`config.mk`:
```
export PLATFORM = sky130hd
export DESIGN_NAME = truth_table_sweeper
export DESIGN_NICKNAME = d
export VERILOG_FILES = /design/src/rtl/truth_table_pkg.sv /design/src/rtl/truth_table_sweeper_settle_timer.sv /design/src/rtl/truth_table_sweeper.sv
export SDC_FILE = /design/constraint.sdc
export NUM_CORES = 1
export LEC_CHECK = 0
export CAP_MARGIN = 5
export CORE_ASPECT_RATIO = 0.6
export CORE_MARGIN = 8
export CORE_UTILIZATION = 59
export DETAILED_ROUTE_END_ITERATION = 12
export PLACE_DENSITY = 0.79
export SLEW_MARGIN = 20
export SYNTH_ARGS = -nofsm -noshare
export SYNTH_HDL_FRONTEND = slang
export SYNTH_SLANG_ARGS = --single-unit
```
`constraint.sdc`:
```
create_clock -name clk -period 2.7 [get_ports clk]
set_input_delay 0.54 -clock clk [delete_from_list [all_inputs] [get_ports clk]]
set_output_delay 0.54 -clock clk [all_outputs]
set_load 0.05 [all_outputs]
```
`src/rtl/truth_table_pkg.sv`:
```
// -----------------------------------------------------------------------------
// truth_table_pkg
// Shared types and constants for the truth table sweeper.
//   state_t        : sweep controller states (IDLE, DRIVE, SAMPLE, DONE)
//   CODE_W         : width of the stimulus code {w,x,y,z}
//   RESULT_W       : width of one sampled result {f2,f3,f4,f7}
//   TIMER_W        : width of the settle down-counter
//   NUM_CODES      : number of codes in one sweep (and table entries)
//   golden_nibble  : extracts the expected result for a code from a packed
//                    64-bit golden table (nibble c at bits [4*c+3:4*c])
// -----------------------------------------------------------------------------
package truth_table_pkg;

  localparam int CODE_W    = 4;
  localparam int RESULT_W  = 4;
  localparam int TIMER_W   = 8;
  localparam int NUM_CODES = 1 << CODE_W;

  typedef enum logic [1:0] {
    IDLE,
    DRIVE,
    SAMPLE,
    DONE
  } state_t;

  function automatic logic [RESULT_W-1:0] golden_nibble(
    input logic [63:0]       golden,
    input logic [CODE_W-1:0] code
  );
    return golden[{code, 2'b00} +: RESULT_W];
  endfunction

endpackage

```
`src/rtl/truth_table_sweeper_settle_timer.sv`:
```
// -----------------------------------------------------------------------------
// settle_timer
// Loadable down-counter that measures how long each stimulus code is held.
// It stops at zero rather than wrapping, so the controller can sit on the
// zero flag for a cycle without the count running away.
// Ports:
//   clk, rst    : clock and asynchronous active-high reset (value -> 0)
//   load        : load load_value (has priority over dec)
//   load_value  : reload value
//   dec         : decrement by one when value is non-zero
//   value       : current count
//   zero        : high when value is zero
// -----------------------------------------------------------------------------
module settle_timer
  import truth_table_pkg::*;
#(
  parameter int W = TIMER_W
) (
  input  logic         clk,
  input  logic         rst,
  input  logic         load,
  input  logic [W-1:0] load_value,
  input  logic         dec,
  output logic [W-1:0] value,
  output logic         zero
);

  always_ff @(posedge clk or posedge rst) begin
    if (rst) begin
      value <= '0;
    end else if (load) begin
      value <= load_value;
    end else if (dec && (value != '0)) begin
      value <= value - 1'b1;
    end
  end

  assign zero = (value == '0);

endmodule

```
`src/rtl/truth_table_sweeper.sv`:
```
// -----------------------------------------------------------------------------
// truth_table_sweeper
// Stimulus and capture stage for the four-input breadboard logic block. A start
// pulse in IDLE sweeps codes 0..15 onto w,x,y,z, holds each one for
// SETTLE_CYCLES cycles, then samples the block outputs into a 16-entry table
// that can be read combinationally by code.
//
// Parameters:
//   SETTLE_CYCLES : cycles each code is held before sampling (1..255)
//   GOLDEN        : expected table for the optional check, nibble c = code c
//
// Ports:
//   clk, rst      : clock, asynchronous active-high reset
//   start         : begin a sweep (only looked at in IDLE)
//   w, x, y, z    : stimulus bits, {w,x,y,z} == code
//   f_in          : breadboard outputs {f2,f3,f4,f7}
//   busy          : high while driving or sampling
//   done          : one-cycle pulse after code 15 is sampled
//   code          : current code under test
//   rd_addr       : table read address
//   rd_data       : table[rd_addr], combinational
//
// Optional build macro SWEEP_CHECK_EN adds:
//   mismatch_cnt  : number of samples differing from GOLDEN (saturates at 16)
//   pass          : set in the DONE cycle when no sample mismatched
// -----------------------------------------------------------------------------
module truth_table_sweeper
  import truth_table_pkg::*;
#(
  parameter int          SETTLE_CYCLES = 4,
  parameter logic [63:0] GOLDEN        = 64'h0
) (
  input  logic                clk,
  input  logic                rst,
  input  logic                start,
  output logic                w,
  output logic                x,
  output logic                y,
  output logic                z,
  input  logic [RESULT_W-1:0] f_in,
  output logic                busy,
  output logic                done,
  output logic [CODE_W-1:0]   code,
  input  logic [CODE_W-1:0]   rd_addr,
  output logic [RESULT_W-1:0] rd_data
`ifdef SWEEP_CHECK_EN
  ,
  output logic [4:0]          mismatch_cnt,
  output logic                pass
`endif
);

  // A zero settle time would leave no DRIVE cycle at all, so reject it (and
  // anything that does not fit the 8-bit counter) at elaboration.
  if (SETTLE_CYCLES < 1 || SETTLE_CYCLES > 255) begin : g_bad_settle
    $error("truth_table_sweeper: SETTLE_CYCLES must be in 1..255");
  end

  localparam logic [TIMER_W-1:0] RELOAD = TIMER_W'(SETTLE_CYCLES - 1);
  localparam logic [CODE_W-1:0]  LAST_CODE = '1;

  state_t              state_q, state_d;
  logic [CODE_W-1:0]   code_q, code_d;
  logic [RESULT_W-1:0] result_tbl [NUM_CODES];

  logic                tmr_load;
  logic                tmr_dec;
  logic [TIMER_W-1:0]  tmr_value;
  logic                tmr_zero;
  logic                sample_en;

  settle_timer #(
    .W (TIMER_W)
  ) u_settle_timer (
    .clk        (clk),
    .rst        (rst),
    .load       (tmr_load),
    .load_value (RELOAD),
    .dec        (tmr_dec),
    .value      (tmr_value),
    .zero       (tmr_zero)
  );

  // State, code and timer controls. The counter runs SETTLE_CYCLES-1 down to
  // 0 in DRIVE, which together with the SAMPLE cycle gives SETTLE_CYCLES+1
  // cycles per code.
  always_comb begin
    state_d   = state_q;
    code_d    = code_q;
    tmr_load  = 1'b0;
    tmr_dec   = 1'b0;
    sample_en = 1'b0;
    busy      = 1'b0;
    done      = 1'b0;
    unique case (state_q)
      IDLE: begin
        if (start) begin
          state_d  = DRIVE;
          code_d   = '0;
          tmr_load = 1'b1;
        end
      end
      DRIVE: begin
        busy    = 1'b1;
        tmr_dec = (tmr_value != '0);
        if (tmr_zero) begin
          state_d = SAMPLE;
        end
      end
      SAMPLE: begin
        busy      = 1'b1;
        sample_en = 1'b1;
        if (code_q == LAST_CODE) begin
          state_d = DONE;
        end else begin
          code_d   = code_q + 1'b1;
          tmr_load = 1'b1;
          state_d  = DRIVE;
        end
      end
      DONE: begin
        done    = 1'b1;
        state_d = IDLE;
      end
      default: begin
        state_d = IDLE;
      end
    endcase
  end

  always_ff @(posedge clk or posedge rst) begin
    if (rst) begin
      state_q <= IDLE;
      code_q  <= '0;
    end else begin
      state_q <= state_d;
      code_q  <= code_d;
    end
  end

  // Result table; reset clears it, start does not.
  always_ff @(posedge clk or posedge rst) begin
    if (rst) begin
      for (int i = 0; i < NUM_CODES; i++) begin
        result_tbl[i] <= '0;
      end
    end else if (sample_en) begin
      result_tbl[code_q] <= f_in;
    end
  end

  assign {w, x, y, z} = code_q;
  assign code         = code_q;
  assign rd_data      = result_tbl[rd_addr];

`ifdef SWEEP_CHECK_EN
  logic       accept;
  logic       miss;
  logic [4:0] mismatch_q, mismatch_next;
  logic       pass_q;

  assign accept = (state_q == IDLE) && start;

  // Count of samples that disagree with GOLDEN, including the one being
  // taken this cycle, so pass can be decided on the final SAMPLE edge.
  always_comb begin
    miss          = (f_in != golden_nibble(GOLDEN, code_q));
    mismatch_next = mismatch_q;
    if (sample_en && miss && (mismatch_q != 5'd16)) begin
      mismatch_next = mismatch_q + 5'd1;
    end
  end

  // pass is written on the edge into DONE so it is already valid while done
  // is high; it then holds until the next accepted start clears it.
  always_ff @(posedge clk or posedge rst) begin
    if (rst) begin
      mismatch_q <= '0;
      pass_q     <= 1'b0;
    end else if (accept) begin
      mismatch_q <= '0;
      pass_q     <= 1'b0;
    end else begin
      mismatch_q <= mismatch_next;
      if (sample_en && (code_q == LAST_CODE)) begin
        pass_q <= (mismatch_next == 5'd0);
      end
    end
  end

  assign mismatch_cnt = mismatch_q;
  assign pass         = pass_q;
`endif

endmodule
```
==> metrics.cfg <==
[floorplanning]
initial_core_util_pct = 59.8
die_x_um = 121
io_pins = 25
coreArea_um2 = 6530
fp.dieArea_um2 = 9570
row_count = 23
fp.dieH_um = 79.0

[worst_setup_path]
reg2regPathDepth = 6
cp.required_ps = 2160
path_class = in -> out
worstSetupStartpoint = rd_addr[0]
timing.rr.start = state_q[0]$_DFFE_PP0P_
crit_fanout = 7
crit_arrival_ps = 2070
startpoint_type = input port
end_kind = primary output

[synthesis]
synth-seq-area-share_pct = 50.0
synthFlopType = dfrtp_1
syn_area_per_cell_um2 = 12.7
synth-seq-cells = 78
async_flop_share_pct = 100
syn_nets = 329
syn_inst = 307
syn-cell-area_um2 = 3910
synth-edff-count = 0
synth-warning-count = 0
ys_types = 39

[timing]
final.min_clock_period_ps = 2610
setup_slack_ps = 88.3
setup_tns_ps = 0
fin_worst_skew_ps = 11.0
finalCritPeriodShare_pct = 96.7
drv_slew = 0
hold_viol = 0
setup_violations = 0
max_freq_mhz = 383
relSlewSlack_pct = 45.3
rsz0062_at_grt = no
worst_pin_slew_ps = 814

[placed_design]
port_buffers = 24
pre_cts_ws_ps = -97.3
hpwlAfterDp_mm = 5.84
finalWeightedCongestion = 0.804
place_area_um2 = 4240

[clock_tree]
clkLatencyLatePin_ps = 370
cts-htree-levels = 3
cts_tree = done
cts_setup_buffers = 0
root_buffer = clkbuf_8
clk_path_buf_depth = 2
ctsHoldBuffers = 0
numCtsBuffers = 9
cts.clk_slew.worst_paths_ps = 80
cts.sinks = 78

[cells_and_area]
syn_to_final_growth_pct = 16.1
design_area_um2 = 4540
antennaDiodeCount = 0
multi_input_area_um2 = 1820
nFillCells = 451
final_net_count = 354
seq_area_um2 = 1950
drive_above_1_share_pct = 32.0
utilization_pct = 69.4

[drt]
antenna_left = 0
drt-vias-per-instance = 5.93
routed_wl_mm = 8.40
dr.pass1.iters = 4
wl_per_cell_um = 19.8
drc_errors = 0
detail_route.iter0.violations = 202
vias = 2516

[grt]
grt_pass1_wl_mm = 14.0
grt_pass1_vias = 2561
grt_max_degree = 79
groute.usage.overall_pct = 19.5
overflow = 0
antenna_found_initial = 0

[power]
p_leak_nw = 1.96
switching_share_pct = 32.9
netSwitchingPower_mw = 1.35
power_density_nw_per_um2 = 904
total_power_mw = 4.10
intPower_mw = 2.75
comb_power_share_pct = 31.7
seq_power_share_pct = 40.6
clkPwrFrac_pct = 27.8
peakVddDrop_v = 0.000726

[min_path]
hold_start = result_tbl[2]$_DFFE_PP0P_
hold_path.class = reg -> reg
hold_depth = 2

[run_status]
status = finished, final reports clean

[job]
maxCapViolations = 0

[worst max-delay path, stage by stage]
cell and delay (ps):
clkdlybuf4s15_1 260, bufbuf_16 320, mux4_2 510, a22oi_1 160
nand3_1 90, buf_4 190
[area by class of cell]
cell class                 count  area share [%]
inverter                      11           0.910
sequential                    78            43.0
multi-input combinational    200            40.1
timing repair buffer          32            7.78
clock inverter                 6            2.95
tap                           87            2.40
clock buffer                  10            2.81
[sequential cells by signal, indices dropped and copies added (netlist names)]
register	flops
code	4
result_tbl	64
state_q	2
u_settle_timer.value	8
[power by group through the flow]
stage	combinational (mW)	clock (mW)	sequential, mW
CTS	1.30	1.16	1.66
global route	1.42	1.22	1.70
finish	1.30	1.14	1.66
detailed placement	1.28	0	1.68
floorplan	0.975	0	1.65
global placement	1.25	0	1.66
[logic make-up (layout without fill, tap and decap cells)]
kind of cell,count (synthesis),count (layout),share of synthesized area (%)
multiplexers,79,79,27.3
AND/OR/NAND/NOR,79,79,10.3
flip-flops,78,78,50.0
buffers and inverters,29,59,3.46
AO/OA/AOI/OAI,27,27,4.55
adder cells (fa/ha/maj),11,11,3.52
XOR/XNOR,4,4,0.897
[path summary, 6_finish.rpt]
check / slack (ps) / endpoint
worst min-delay path: 490 / result_tbl[2]$_DFFE_PP0P_
worst min register to register: 490 / result_tbl[2]$_DFFE_PP0P_
worst max-delay path: 90 / rd_data[3]
max in group asynchronous: 1800 / result_tbl[27]$_DFFE_PP0P_
worst max register to register: 530 / result_tbl[55]$_DFFE_PP0P_
min in group asynchronous: 560 / state_q[1]$_DFFE_PP0P_
[stage by stage]
step	hold slack, ps	cells
after floorplan	441	307
after global routing	524	424
final	486	424
after detailed placement	475	407
after global placement	478	407
after CTS	495	424
[cells in the mapped netlist, drive strengths merged (5+ instances only)]
cell type  count  area, µm²
dfrtp         78       1950
mux2          60        676
nand2         23       86.3
mux4          16        360
nand3         16       80.1
nor2          12       45.0
ha            11        138
inv           11       41.3
clkbuf        10       37.5
buf            8       56.3
a21oi          7       35.0
o21ai          7       35.0
nand4          5       31.3
nor3           5       25.0
[placed cells by master (no fill, tap or decap), types with 2 or more instances in the layout]
cell,Yosys,layout
nor3b_1,2,2
nor2_1,12,12
buf_12,0,3
clkbuf_8,0,9
dfrtp_1,78,78
clkdlybuf4s50_1,0,19
bufinv_16,0,4
inv_1,11,10
nand3_1,16,16
a22oi_1,4,4
ha_1,11,11
xnor2_1,3,3
nand2b_1,2,2
o31ai_1,2,2
o21ai_0,7,7
and2_0,3,3
buf_4,4,8
a21oi_1,7,7
nor3_1,5,5
nand2_1,23,23
or2_2,2,2
nand4_1,5,5
mux4_2,16,16
nor2b_1,3,3
mux2i_1,3,3
mux2_2,60,60
[metal layers]
| layer | routed length, µm | track usage [%] | vias to the layer above | share of wire, % |
|---|---|---|---|---|
| met5 | 0 | 0 | - | 0 |
| met4 | 62 | 6.20 | 0 | 0.74 |
| met3 | 600 | 6.79 | 9 | 7.1 |
| met2 | 3810 | 27.6 | 63 | 45 |
| met1 | 3930 | 27.4 | 1285 | 47 |
| li1 | - | - | 1159 | - |
[repair_timing]
action	4_1_cts	5_1_grt
endpoints found under the setup margin	4	3
resized for setup	1	1
cloned	1	0
Power figures use the tool's default switching activity.
